$ cat src/rtl/sram_ctrl_pkg.sv
// rtl/sram_ctrl_pkg.sv - shared widths, request struct and owner tag for the SRAM port controller
package sram_ctrl_pkg;

  localparam int ADDR_WIDTH = 8;
  localparam int DATA_WIDTH = 32;
  localparam int NUM_WMASKS = DATA_WIDTH / 8;

  typedef struct packed {
    logic                  we;
    logic [NUM_WMASKS-1:0] wmask;
    logic [ADDR_WIDTH-1:0] addr;
    logic [DATA_WIDTH-1:0] wdata;
  } req_t;

  typedef enum logic {
    OWN_A = 1'b0,
    OWN_B = 1'b1
  } owner_t;

endpackage

$ cat src/rtl/rr_arbiter2.sv
// rtl/rr_arbiter2.sv - two-way round-robin arbiter; the side not granted last wins a tie
module rr_arbiter2 (
  input  logic       clk,
  input  logic       reset,
  input  logic [1:0] req,
  output logic [1:0] grant
);

  logic last_b_q;
  logic last_b_d;

  // last_b_q resets high so that A wins the first tie
  always_comb begin
    grant = 2'b00;
    case (req)
      2'b01:   grant = 2'b01;
      2'b10:   grant = 2'b10;
      2'b11:   grant = last_b_q ? 2'b01 : 2'b10;
      default: grant = 2'b00;
    endcase
    last_b_d = last_b_q;
    if (grant != 2'b00) last_b_d = grant[1];
  end

  always_ff @(posedge clk or posedge reset) begin
    if (reset) last_b_q <= 1'b1;
    else       last_b_q <= last_b_d;
  end

endmodule

$ cat src/rtl/sram_port_arbiter.sv
// rtl/sram_port_arbiter.sv - shares the 1RW+1R SRAM macro between two RW masters and one fetch master
module sram_port_arbiter #(
  parameter int ADDR_WIDTH = sram_ctrl_pkg::ADDR_WIDTH,
  parameter int DATA_WIDTH = sram_ctrl_pkg::DATA_WIDTH,
  parameter int NUM_WMASKS = sram_ctrl_pkg::NUM_WMASKS
) (
  input  logic                  clk,
  input  logic                  reset,
  input  logic                  a_req_valid,
  output logic                  a_req_ready,
  input  logic                  a_req_we,
  input  logic [NUM_WMASKS-1:0] a_req_wmask,
  input  logic [ADDR_WIDTH-1:0] a_req_addr,
  input  logic [DATA_WIDTH-1:0] a_req_wdata,
  output logic                  a_rsp_valid,
  output logic [DATA_WIDTH-1:0] a_rsp_rdata,
  input  logic                  b_req_valid,
  output logic                  b_req_ready,
  input  logic                  b_req_we,
  input  logic [NUM_WMASKS-1:0] b_req_wmask,
  input  logic [ADDR_WIDTH-1:0] b_req_addr,
  input  logic [DATA_WIDTH-1:0] b_req_wdata,
  output logic                  b_rsp_valid,
  output logic [DATA_WIDTH-1:0] b_rsp_rdata,
  input  logic                  f_req_valid,
  output logic                  f_req_ready,
  input  logic [ADDR_WIDTH-1:0] f_req_addr,
  output logic                  f_rsp_valid,
  output logic [DATA_WIDTH-1:0] f_rsp_rdata,
  output logic                  sram_csb0,
  output logic                  sram_web0,
  output logic [NUM_WMASKS-1:0] sram_wmask0,
  output logic [ADDR_WIDTH-1:0] sram_addr0,
  output logic [DATA_WIDTH-1:0] sram_din0,
  input  logic [DATA_WIDTH-1:0] sram_dout0,
  output logic                  sram_csb1,
  output logic [ADDR_WIDTH-1:0] sram_addr1,
  input  logic [DATA_WIDTH-1:0] sram_dout1
);

  import sram_ctrl_pkg::*;

  logic [1:0] grant;
  req_t       a_req;
  req_t       b_req;
  req_t       sel_req;
  logic       any_grant;
  logic       wr_hazard;
  logic       f_fire;

  logic                  csb0_q, csb0_d, web0_q, web0_d;
  logic [NUM_WMASKS-1:0] wmask0_q, wmask0_d;
  logic [ADDR_WIDTH-1:0] addr0_q, addr0_d;
  logic [DATA_WIDTH-1:0] din0_q, din0_d;
  owner_t                own0_q, own0_d, own1_q, own1_d;
  logic                  csb1_q, csb1_d;
  logic [ADDR_WIDTH-1:0] addr1_q, addr1_d;
  logic                  p0_rd_q, p0_rd_d, f_rd_q, f_rd_d;
  logic                  a_rsp_valid_q, a_rsp_valid_d, b_rsp_valid_q, b_rsp_valid_d;
  logic                  f_rsp_valid_q, f_rsp_valid_d;
  logic [DATA_WIDTH-1:0] a_rsp_rdata_q, a_rsp_rdata_d, b_rsp_rdata_q, b_rsp_rdata_d;
  logic [DATA_WIDTH-1:0] f_rsp_rdata_q, f_rsp_rdata_d;

  rr_arbiter2 u_arb (
    .clk   (clk),
    .reset (reset),
    .req   ({b_req_valid, a_req_valid}),
    .grant (grant)
  );

  assign a_req       = '{we: a_req_we, wmask: a_req_wmask, addr: a_req_addr, wdata: a_req_wdata};
  assign b_req       = '{we: b_req_we, wmask: b_req_wmask, addr: b_req_addr, wdata: b_req_wdata};
  assign sel_req     = grant[1] ? b_req : a_req;
  assign any_grant   = |grant;
  assign a_req_ready = grant[0];
  assign b_req_ready = grant[1];

  // A same-word write/read in one macro cycle is undefined, so the fetch waits a cycle
  assign wr_hazard   = any_grant && sel_req.we && (sel_req.addr == f_req_addr);
  assign f_req_ready = ~wr_hazard;
  assign f_fire      = f_req_valid && f_req_ready;

  always_comb begin
    csb0_d   = 1'b1;
    web0_d   = 1'b1;
    wmask0_d = wmask0_q;
    addr0_d  = addr0_q;
    din0_d   = din0_q;
    own0_d   = own0_q;
    if (any_grant) begin
      csb0_d   = 1'b0;
      web0_d   = ~sel_req.we;
      wmask0_d = sel_req.we ? sel_req.wmask : '0;
      addr0_d  = sel_req.addr;
      din0_d   = sel_req.wdata;
      own0_d   = grant[1] ? OWN_B : OWN_A;
    end
    csb1_d  = ~f_fire;
    addr1_d = f_fire ? f_req_addr : addr1_q;

    // Stage 1 marks the cycle the macro captured a read; dout is valid by the next edge
    p0_rd_d = ~csb0_q & web0_q;
    own1_d  = own0_q;
    f_rd_d  = ~csb1_q;

    a_rsp_valid_d = p0_rd_q && (own1_q == OWN_A);
    b_rsp_valid_d = p0_rd_q && (own1_q == OWN_B);
    f_rsp_valid_d = f_rd_q;
    a_rsp_rdata_d = a_rsp_valid_d ? sram_dout0 : a_rsp_rdata_q;
    b_rsp_rdata_d = b_rsp_valid_d ? sram_dout0 : b_rsp_rdata_q;
    f_rsp_rdata_d = f_rsp_valid_d ? sram_dout1 : f_rsp_rdata_q;
  end

  always_ff @(posedge clk or posedge reset) begin
    if (reset) begin
      csb0_q        <= 1'b1;
      web0_q        <= 1'b1;
      wmask0_q      <= '0;
      addr0_q       <= '0;
      din0_q        <= '0;
      own0_q        <= OWN_A;
      own1_q        <= OWN_A;
      csb1_q        <= 1'b1;
      addr1_q       <= '0;
      p0_rd_q       <= 1'b0;
      f_rd_q        <= 1'b0;
      a_rsp_valid_q <= 1'b0;
      b_rsp_valid_q <= 1'b0;
      f_rsp_valid_q <= 1'b0;
      a_rsp_rdata_q <= '0;
      b_rsp_rdata_q <= '0;
      f_rsp_rdata_q <= '0;
    end else begin
      csb0_q        <= csb0_d;
      web0_q        <= web0_d;
      wmask0_q      <= wmask0_d;
      addr0_q       <= addr0_d;
      din0_q        <= din0_d;
      own0_q        <= own0_d;
      own1_q        <= own1_d;
      csb1_q        <= csb1_d;
      addr1_q       <= addr1_d;
      p0_rd_q       <= p0_rd_d;
      f_rd_q        <= f_rd_d;
      a_rsp_valid_q <= a_rsp_valid_d;
      b_rsp_valid_q <= b_rsp_valid_d;
      f_rsp_valid_q <= f_rsp_valid_d;
      a_rsp_rdata_q <= a_rsp_rdata_d;
      b_rsp_rdata_q <= b_rsp_rdata_d;
      f_rsp_rdata_q <= f_rsp_rdata_d;
    end
  end

  assign sram_csb0   = csb0_q;
  assign sram_web0   = web0_q;
  assign sram_wmask0 = wmask0_q;
  assign sram_addr0  = addr0_q;
  assign sram_din0   = din0_q;
  assign sram_csb1   = csb1_q;
  assign sram_addr1  = addr1_q;
  assign a_rsp_valid = a_rsp_valid_q;
  assign a_rsp_rdata = a_rsp_rdata_q;
  assign b_rsp_valid = b_rsp_valid_q;
  assign b_rsp_rdata = b_rsp_rdata_q;
  assign f_rsp_valid = f_rsp_valid_q;
  assign f_rsp_rdata = f_rsp_rdata_q;

endmodule

$ cat config.mk
export PLATFORM = sky130hd
export DESIGN_NAME = sram_port_arbiter
export DESIGN_NICKNAME = d
export VERILOG_FILES = /design/src/rtl/sram_ctrl_pkg.sv /design/src/rtl/rr_arbiter2.sv /design/src/rtl/sram_port_arbiter.sv
export SDC_FILE = /design/constraint.sdc
export NUM_CORES = 1
export LEC_CHECK = 0
export ABC_AREA = 1
export ABC_CLOCK_PERIOD_IN_PS = 5730
export CORE_MARGIN = 3
export CORE_UTILIZATION = 40
export DETAILED_ROUTE_END_ITERATION = 6
export PLACE_DENSITY = 0.84
export SYNTH_ARGS = -nofsm -noshare
export SYNTH_HDL_FRONTEND = slang
export SYNTH_SLANG_ARGS = --single-unit
$ cat constraint.sdc
create_clock -name clk -period 5.73 [get_ports clk]
set_input_delay 0.573 -clock clk [delete_from_list [all_inputs] [get_ports clk]]
set_output_delay 0.573 -clock clk [all_outputs]
set_load 0.02 [all_outputs]
==> PnR_summary.wiki <==
{| class="wikitable"
! Metric !! Value
|-
| Run status || finished, final reports clean
|-
| Proportion of netlist area held by the largest area contributor || 0.6002
|-
| DP Area || 9846 um2
|-
| Max Transition Viols Final || 0
|-
| Total buffers and inverters traversed by the critical path || 4
|-
| Via-per-instance ratio || between 4 and 5
|-
| CTS Buf Count || 17
|-
| Required time reported for the critical path endpoint || 5160 ps
|-
| Power density cells || ~350 nW/um2
|-
| Top delay family on crit path || buffers and inverters
|-
| DR iter-0 viols || approximately 190
|-
| Layout cell share with drive strength beyond 1 || 0.08609
|-
| Final critical-path required period || 4179 ps
|-
| Top achievable clock speed || 239.3 MHz
|-
| Clock slew seen by the registers of the worst setup and hold paths || 60 ps
|-
| Global-route usage over all layers || 0.2162
|-
| Final WL || 19,240 um
|-
| Total Power || ~0.0037 W
|-
| Unrepaired setup endpoints after global routing || no
|-
| Worst rel slew slack || 0.3104
|-
| Layout Skew || roughly 8.3 ps
|-
| Number of H-tree levels || 4
|-
| Deepest clock path buffer count || 2
|-
| HPWL after detailed placement || around 14,000 um
|-
| DRC || 0
|-
| Final design area excluding fillers || ~10,000 um2
|-
| Placeable core region || roughly 15,000 um2
|-
| Detailed-router iteration count before antenna repair || 4
|-
| Clock root buffer || sky130_fd_sc_hd__clkbuf_16
|-
| Leakage power figure || 4.808 nW
|-
| Synthesized netlist cell count || a little under 700
|-
| Crit Path Category || in -> out
|-
| Cell with the most instances after synthesis || sky130_fd_sc_hd__nand2_1
|-
| TritonCTS clock tree || built
|-
| Register bit count reported by yosys || approximately 160
|-
| Post-Place Worst Slack || approximately 1500 ps
|-
| Total standard cell area after synthesis || about 6500 um2
|-
| Share of synthesized flip-flops with an asynchronous set or reset || 1.000
|-
| Period utilisation layout || 0.7293
|-
| Via count of the first global-routing pass || approximately 5,800
|-
| Max stage delay cell, worst path || sky130_fd_sc_hd__clkdlybuf4s50_1
|-
| Crit end category || output port
|-
| Utilization after layout || 0.6780
|-
| Number of maximum-capacitance violations || 0
|-
| Effective utilization at floorplan || 0.4174
|-
| Clock sinks || between 150 and 200
|-
| Worst min-delay path class || reg -> reg
|-
| Post-Synthesis Mean Instance Area || around 9.6 um2
|-
| Via Count || 5,729
|-
| Total of warnings raised by yosys || 0
|-
| Floorplan row count || 45
|-
| Maximum number of pins on one net before global-route repair || between 100 and 150
|-
| Number of setup violations in the final report || 0
|-
| Most common flop cell mapped by yosys || sky130_fd_sc_hd__dfrtp_1
|-
| Area of the die || ~18,000 um2
|-
| First-pass GRT wire length || ~30,000 um
|-
| Post-CTS sizing || 0
|-
| Final hold viol count || 0
|-
| Setup slack of the critical path after layout || 1551 ps
|-
| Cts hold-fix bufs || 0
|-
| Initial antenna violation count || 0
|-
| Final Wtd Congestion || roughly 0.84
|-
| Area growth from synthesis to final layout || 62.44%
|-
| Largest vdd supply drop || around 0.19 mV
|-
| Congestion Overflow GR || 0
|-
| Worst Path Arrival || roughly 3600 ps
|-
| IO buf count || 323
|-
| Commonest cells in the synthesized netlist || 223 x sky130_fd_sc_hd__nand2_1, 155 x sky130_fd_sc_hd__dfrtp_1, 72 x sky130_fd_sc_hd__o21ai_0
|-
| Clock latency on the worst-skew pair || between 400 and 500 ps
|-
| Fraction of the yosys area taken by sequential cells || 0.6165
|-
| Chip Height || between 100 and 150 um
|-
| Final Net Count || 1,153
|-
| Delay of the slowest cell on the worst path || 670 ps
|-
| Die width || 133.1 um
|-
| Setup tns final || 0 ps
|-
| Number of distinct library cells after synthesis || 25
|-
| Top fanout value on the critical path || 34
|-
| Antenna fix cells || 0
|-
| Post-CTS Setup Bufs || 0
|-
| Largest area contributor in the synthesized netlist || sky130_fd_sc_hd__dfrtp_1
|-
| Critical path cell sequence || clkdlybuf4s50_1 -> nand2_1 -> nand2_1 -> inv_2 -> nor2_2 -> buf_4 -> clkdlybuf4s50_1
|-
| Most area-consuming cells after synthesis || sky130_fd_sc_hd__dfrtp_1 60%, sky130_fd_sc_hd__nand2_1 13%, sky130_fd_sc_hd__o21ai_0 5.6%
|-
| Slew at the pin with the worst max-slew slack || 1031 ps
|-
| WL/cell || 15.90 um
|-
| Crit path launch type || input pin
|-
| Number of flops mapped to enable cells by yosys || 0
|-
| I/O pin count || 324
|-
| Post-Synthesis Net Count || 840
|-
| Post-route ant nets || 0
|}
[power by group]
part,switching (W),internal (W)
combinational,0.000515,0.000493
sequential,0.0000985,0.00130
clock,0.000452,0.000787
total,0.00107,0.00258
[state kept, by name (all words and copies together), names as in the netlist, 4 cells and up]
register and flops:
a_rsp_rdata 32, b_rsp_rdata 32, f_rsp_rdata 32, sram_din0 32
sram_addr0 8, sram_addr1 8, sram_wmask0 4
[layer usage]
metal | vias up | part of all wire | track usage
li1 | 2783 | - | -
met2 | 223 | 0.52 | 0.3846
met1 | 2701 | 0.39 | 0.2527
met5 | - | 0 | 0
met4 | 0 | 0.015 | 0.06286
met3 | 22 | 0.077 | 0.06609
[worst paths after layout]
check | startpoint | depth (start not counted) | endpoint | slack (ps)
max | a_req_valid | 7 | a_req_ready | 1550
min | own0_q | 0 | own1_q | 410
max reg2reg | u_arb.last_b_q | 7 | sram_din0[21] | 3070
min reg2reg | own0_q | 0 | own1_q | 410
max in group asynchronous | reset | 3 | f_rsp_rdata[3] | 3810
min in group asynchronous | reset | 2 | b_rsp_rdata[10] | 780
[per-stage QoR]
stage                     cells  hold WS, ps
after CTS                  1210        404.2
after global routing       1210        419.9
final                      1210        407.1
after floorplan             673        351.9
after detailed placement   1178        388.7
after global placement     1178        374.2
[logic make-up after synthesis]
group           Yosys count  synth area share
compound gates           79           0.06409
buf+inv                  92           0.05769
flops                   159            0.6165
mux                      36           0.06196
simple gates            307            0.1998
[cell usage in the layout, fill, tap and decap left out, types with 2 or more instances in the layout]
cell	synthesis	layout
sky130_fd_sc_hd__o21ai_0	72	72
sky130_fd_sc_hd__nand2_1	223	222
sky130_fd_sc_hd__clkbuf_16	0	17
sky130_fd_sc_hd__mux2i_1	4	4
sky130_fd_sc_hd__bufinv_16	0	5
sky130_fd_sc_hd__mux2_2	32	32
sky130_fd_sc_hd__inv_2	3	3
sky130_fd_sc_hd__nor2_1	8	8
sky130_fd_sc_hd__clkdlybuf4s50_1	0	323
sky130_fd_sc_hd__dfrtp_1	155	155
sky130_fd_sc_hd__buf_4	3	4
sky130_fd_sc_hd__a31oi_1	4	4
sky130_fd_sc_hd__nand2_2	4	5
sky130_fd_sc_hd__nor2_2	3	3
sky130_fd_sc_hd__inv_1	56	55
sky130_fd_sc_hd__nand3b_1	5	5
sky130_fd_sc_hd__clkinvlp_4	0	3
sky130_fd_sc_hd__nand3_1	61	61
sky130_fd_sc_hd__inv_6	0	3
sky130_fd_sc_hd__clkinv_2	0	2
sky130_fd_sc_hd__dfstp_2	4	4
[cell type report]
type | instances | area [um2]
clock buffers | 19 | 442.9
multi-input cells | 422 | 2108
repair buffers | 327 | 3263
well taps | 211 | 264.0
fillers | 1152 | 4986
inverters | 59 | 226.5
flip-flops and latches | 159 | 3984
clock inverters | 13 | 209.0
Power figures use the tool's default switching activity.
